## src/rtl/sub_normalize_seq.sv

```systemverilog
// Final stage of the FP subtract datapath: one-bit-per-cycle left normalization,
// then round-to-nearest-even (or truncate), producing an IEEE-754 single word.
module sub_normalize_seq #(
    parameter logic ROUND_EN = 1'b1
) (
    input  logic        CLK,
    input  logic        nRST,
    input  logic        in_valid,
    output logic        in_ready,
    input  logic        sign_in,
    input  logic [7:0]  exp_in,
    input  logic [25:0] frac_in,
    output logic        out_valid,
    input  logic        out_ready,
    output logic [31:0] floating_point_out
);

    typedef enum logic [1:0] {S_IDLE, S_NORM, S_ROUND, S_DONE} state_t;

    state_t      r_state;
    state_t      w_next;
    logic        r_sign;
    logic [7:0]  r_exp;
    logic [25:0] r_frac;
    logic [31:0] r_result;

    logic        w_accept;
    logic        w_frac_zero;
    logic        w_exp_low;
    logic        w_round_up;
    logic [24:0] w_mant_sum;
    logic [7:0]  w_exp_rnd;
    logic [22:0] w_mant_rnd;
    logic [31:0] w_rnd_result;

    assign w_accept    = in_valid && (r_state == S_IDLE);
    assign w_frac_zero = (r_frac == 26'h0);
    assign w_exp_low   = (r_exp <= 8'd1);

    // Nearest-even: guard bit set and either sticky set or LSB odd.
    assign w_round_up  = ROUND_EN && r_frac[1] && (r_frac[0] || r_frac[2]);
    assign w_mant_sum  = {1'b0, r_frac[25:2]} + {24'd0, w_round_up};
    // A carry out means the mantissa wrapped to 1.0 with zero fraction bits.
    assign w_exp_rnd   = r_exp + {7'd0, w_mant_sum[24]};
    assign w_mant_rnd  = w_mant_sum[24] ? 23'h0 : w_mant_sum[22:0];
    assign w_rnd_result = (w_exp_rnd == 8'hFF) ? {r_sign, 8'hFF, 23'h0}
                                               : {r_sign, w_exp_rnd, w_mant_rnd};

    always_ff @(posedge CLK or negedge nRST) begin
        if (!nRST) r_state <= S_IDLE;
        else       r_state <= w_next;
    end

    always_comb begin
        w_next = r_state;
        case (r_state)
            S_IDLE: begin
                if (w_accept) w_next = (exp_in == 8'hFF) ? S_DONE : S_NORM;
            end
            S_NORM: begin
                if (w_frac_zero)    w_next = S_DONE;
                else if (r_frac[25]) w_next = S_ROUND;
                else if (w_exp_low)  w_next = S_DONE;
            end
            S_ROUND: w_next = S_DONE;
            S_DONE: begin
                if (out_ready) w_next = S_IDLE;
            end
            default: w_next = S_IDLE;
        endcase
    end

    always_comb begin
        in_ready           = (r_state == S_IDLE);
        out_valid          = (r_state == S_DONE);
        floating_point_out = r_result;
    end

    always_ff @(posedge CLK or negedge nRST) begin
        if (!nRST) begin
            r_sign   <= 1'b0;
            r_exp    <= 8'h0;
            r_frac   <= 26'h0;
            r_result <= 32'h0;
        end else begin
            case (r_state)
                S_IDLE: begin
                    if (w_accept) begin
                        r_sign <= sign_in;
                        r_exp  <= exp_in;
                        r_frac <= frac_in;
                        if (exp_in == 8'hFF) r_result <= {sign_in, 8'hFF, frac_in[24:2]};
                    end
                end
                S_NORM: begin
                    if (w_frac_zero) begin
                        r_result <= 32'h0;
                    end else if (!r_frac[25]) begin
                        // Exponent floor of 1 stops the shift; flush to signed zero.
                        if (w_exp_low) begin
                            r_result <= {r_sign, 31'h0};
                        end else begin
                            r_frac <= {r_frac[24:0], 1'b0};
                            r_exp  <= r_exp - 8'd1;
                        end
                    end
                end
                S_ROUND: r_result <= w_rnd_result;
                default: ;
            endcase
        end
    end

endmodule

```

## config.mk

```make
export PLATFORM = sky130hd
export DESIGN_NAME = sub_normalize_seq
export DESIGN_NICKNAME = d
export VERILOG_FILES = /design/src/rtl/sub_normalize_seq.sv
export SDC_FILE = /design/constraint.sdc
export NUM_CORES = 1
export LEC_CHECK = 0
export ABC_AREA = 0
export BUFFER_PORTS_ARGS = -buffer_cell sky130_fd_sc_hd__buf_2
export CAP_MARGIN = 20
export CORE_MARGIN = 8
export CORE_UTILIZATION = 50
export DETAILED_ROUTE_END_ITERATION = 16
export PLACE_DENSITY = 0.8
export SETUP_SLACK_MARGIN = 0.2
export SLEW_MARGIN = 10
export SYNTH_ARGS = -nofsm -noshare
export SYNTH_HDL_FRONTEND = slang
export SYNTH_SLANG_ARGS = --single-unit
```

## constraint.sdc

```tcl
create_clock -name CLK -period 11.1 [get_ports CLK]
set_input_delay 3.33 -clock CLK [delete_from_list [all_inputs] [get_ports CLK]]
set_output_delay 3.33 -clock CLK [all_outputs]
set_load 0.1 [all_outputs]
```

==> impl_metrics.ini <==
[floorplanning]
die_y_um = 109
die_w_um = 109
fp-row-count = 34
dieArea_um2 = 11900
io_pins = 73
start_util_pct = 50.6
design.core.area_um2 = 8550

[synth]
synthFlopType = dfrtp_1
syn-num-nets = 554
synth-async-reset-ratio_pct = 100
avgSynthCellArea_um2 = 8.56
netlist_area_um2 = 4320
postSynthCellCount = 505
yosysWarnings = 0
synth-edff-count = 0
seq_area_frac_synth_pct = 39.9
synthDistinctLibCells = 53
synth_seq_cells = 69

[placement]
portBuffers = 72
dp_hpwl_um = 8120
gp_congestion = 0.925

[setup_path]
critical-path-top-delay-family = buffers and inverters
r2r_setup_slack_ps = 6640
reg2reg_depth = 12
critPathMaxFanout = 5
cp-end-kind = primary output
critPathLaunch = r_state[1]
worstReg2RegEnd = floating_point_out[16]
crit_chain = inv_1 > ha_1 > buf_2
arrival_ps = 1640
critPathKind = reg2out
startpoint_type = flip-flop
critPathSlowestCell = buf_2
max_stage_delay_ps = 470
path_buf_inv = 2
r2r_start = r_frac[1]
cp.required_ps = 7770

[grt]
grt_pass1_wl_um = 18600
grt_usage_pct = 19.6
grt-ovfl-total = 0
grt_pass1_vias = 3780
grt_max_degree = 70
antenna_found_initial = 0

[layout]
drive_above_1_share_pct = 19.1
final_core_utilization_pct = 56.4
syn_to_final_growth_pct = 11.5
nets = 598
multi_input_area_um2 = 2320
seq_area_um2 = 1730
diodes = 0
fillers = 766

[job]
maxCapViolCount = 0

[clock_tree]
cts_hold_buf = 0
cts_tree = built
cts.repair.resized = 0
cts_setup_buffers = 0
clkSinkCount = 69
clk_pin_slew_ps = 70
clock_path_buffers = 2
clk_latency_ps = 350
numCtsBuffers = 9
root_buffer = clkbuf_8
htreeDepth = 3

[timing]
fin_setup_tns_ps = 0
worst_pin_slew_ps = 1020
fmax_mhz = 201
slew_violations = 0
finalHoldViolCount = 0
max-slew-margin-rel_pct = 31.8
fin_crit_sh_pct = 44.7
clock_skew_ps = 11.1
post-route-min-period_ps = 4970
setup_viol = 0
rsz0062_at_grt = false

[detailed_routing]
vias = 3958
route.detailed.drc = 0
ant_nets = 0
drt_iter0_markers = 395
routedWlPerCell_um = 17.2
dr.pass1.iters = 5
wl_um = 11400
avgViaCountPerCell = 5.98

[hold_path]
hold_path.class = reg2reg
holdCritStartpoint = floating_point_out[23]
worstHoldEndpoint = floating_point_out[23]
hold_depth = 2

[run_status]
status = complete, no violations
[cell usage in the layout (no fill, tap or decap), types with 11 or more instances in the layout]
| master | count |
|---|---|
| a21oi_1 | 59 |
| a22oi_1 | 24 |
| buf_2 | 72 |
| dfrtp_1 | 69 |
| inv_1 | 16 |
| nand2_1 | 28 |
| nand3_1 | 28 |
| nand4_1 | 12 |
| nor2_1 | 67 |
| nor3_1 | 11 |
| xnor2_1 | 14 |
| xor2_1 | 14 |
[cells by family after synthesis]
kind of cell / Yosys count / share of synthesized area (%)
buf+inv: 59 / 6.65
xor+xnor: 28 / 5.67
mux: 9 / 2.14
simple gates: 192 / 21.8
compound gates: 138 / 20.9
fa+ha+maj: 10 / 2.89
flops: 69 / 39.9
[state kept, by name, indices dropped and copies added (netlist names)]
| register | cells |
|---|---|
| floating_point_out | 32 |
| r_exp | 8 |
| r_frac | 26 |
| r_sign | 1 |
| r_state | 2 |
[stage by stage]
step | std cells | worst slack, ps | cell area, um^2 | hold slack (ps)
5_1_grt | 662 | 6080 | 4820 | 504
3_5_place_dp | 646 | 5940 | 4630 | 462
6_report | 662 | 6130 | 4820 | 476
2_1_floorplan | 505 | 6440 | 4320 | 480
3_3_place_gp | 646 | 5990 | 4630 | 447
4_1_cts | 662 | 6140 | 4820 | 481
[how the worst max path moves through the flow]
stage	depth (start not counted)	endpoint	slack (ps)
finish	3	in_ready	6130
CTS	3	in_ready	6140
global route	3	in_ready	6080
global placement	7	floating_point_out[15]	5990
detailed placement	7	floating_point_out[20]	5940
floorplan	2	in_ready	6440
[synth_stat cells (2+ instances only)]
| library cell | instances | area (um^2) |
|---|---|---|
| or2_2 | 3 | 18.8 |
| nand2b_1 | 4 | 25.0 |
| or2_1 | 2 | 12.5 |
| o21ai_0 | 7 | 35.0 |
| nand2_1 | 28 | 105 |
| dfrtp_1 | 69 | 1730 |
| mux2i_1 | 7 | 70.1 |
| a21o_1 | 6 | 45.0 |
| or3_1 | 3 | 18.8 |
| a22oi_1 | 24 | 180 |
| inv_1 | 16 | 60.1 |
| nor3_1 | 11 | 55.1 |
| nor4_1 | 7 | 43.8 |
| xnor2_1 | 14 | 123 |
| o21ai_1 | 2 | 10.0 |
| buf_2 | 17 | 85.1 |
| nor2_1 | 67 | 251 |
| a211oi_1 | 5 | 37.5 |
| nand3_1 | 28 | 140 |
| o31ai_1 | 7 | 52.6 |
| a21oi_1 | 59 | 295 |
| or4_1 | 3 | 22.5 |
| a32oi_1 | 2 | 17.5 |
| buf_6 | 6 | 67.6 |
| a21oi_2 | 4 | 35.0 |
| a2bb2oi_1 | 2 | 17.5 |
| o22ai_1 | 4 | 25.0 |
| xor2_1 | 14 | 123 |
| nand4_1 | 12 | 75.1 |
| and2_1 | 6 | 37.5 |
| ha_1 | 10 | 125 |
| a31oi_1 | 2 | 12.5 |
| nand3b_1 | 3 | 22.5 |
| nor2b_1 | 10 | 62.6 |
| a311oi_1 | 3 | 26.3 |
| clkbuf_1 | 19 | 71.3 |
| o221ai_1 | 2 | 17.5 |
| mux2_2 | 2 | 22.5 |
[layer usage]
layer	GRT usage, %	vias up	routed length (um)
li1	-	1878	-
met1	27.1	1856	5200
met2	29.0	196	4970
met3	4.14	28	959
met4	8.50	0	264
met5	0	-	0
[tightest hold or removal path, stage by stage (launching register included)]
cell	delay (ps)
dfrtp_1	340
nand2_1	50
o31ai_1	50
[layout make-up]
class	count	area share, %
inverter	16	1.25
clock buffer	10	2.65
sequential	69	35.8
clock inverter	6	1.32
multi-input combinational	377	48.1
tap	108	2.80
timing repair buffer	76	8.10
Power is left out: the tool's default activity adds up to more than one toggle a clock period on the data nets, which glitch-free logic cannot reach.
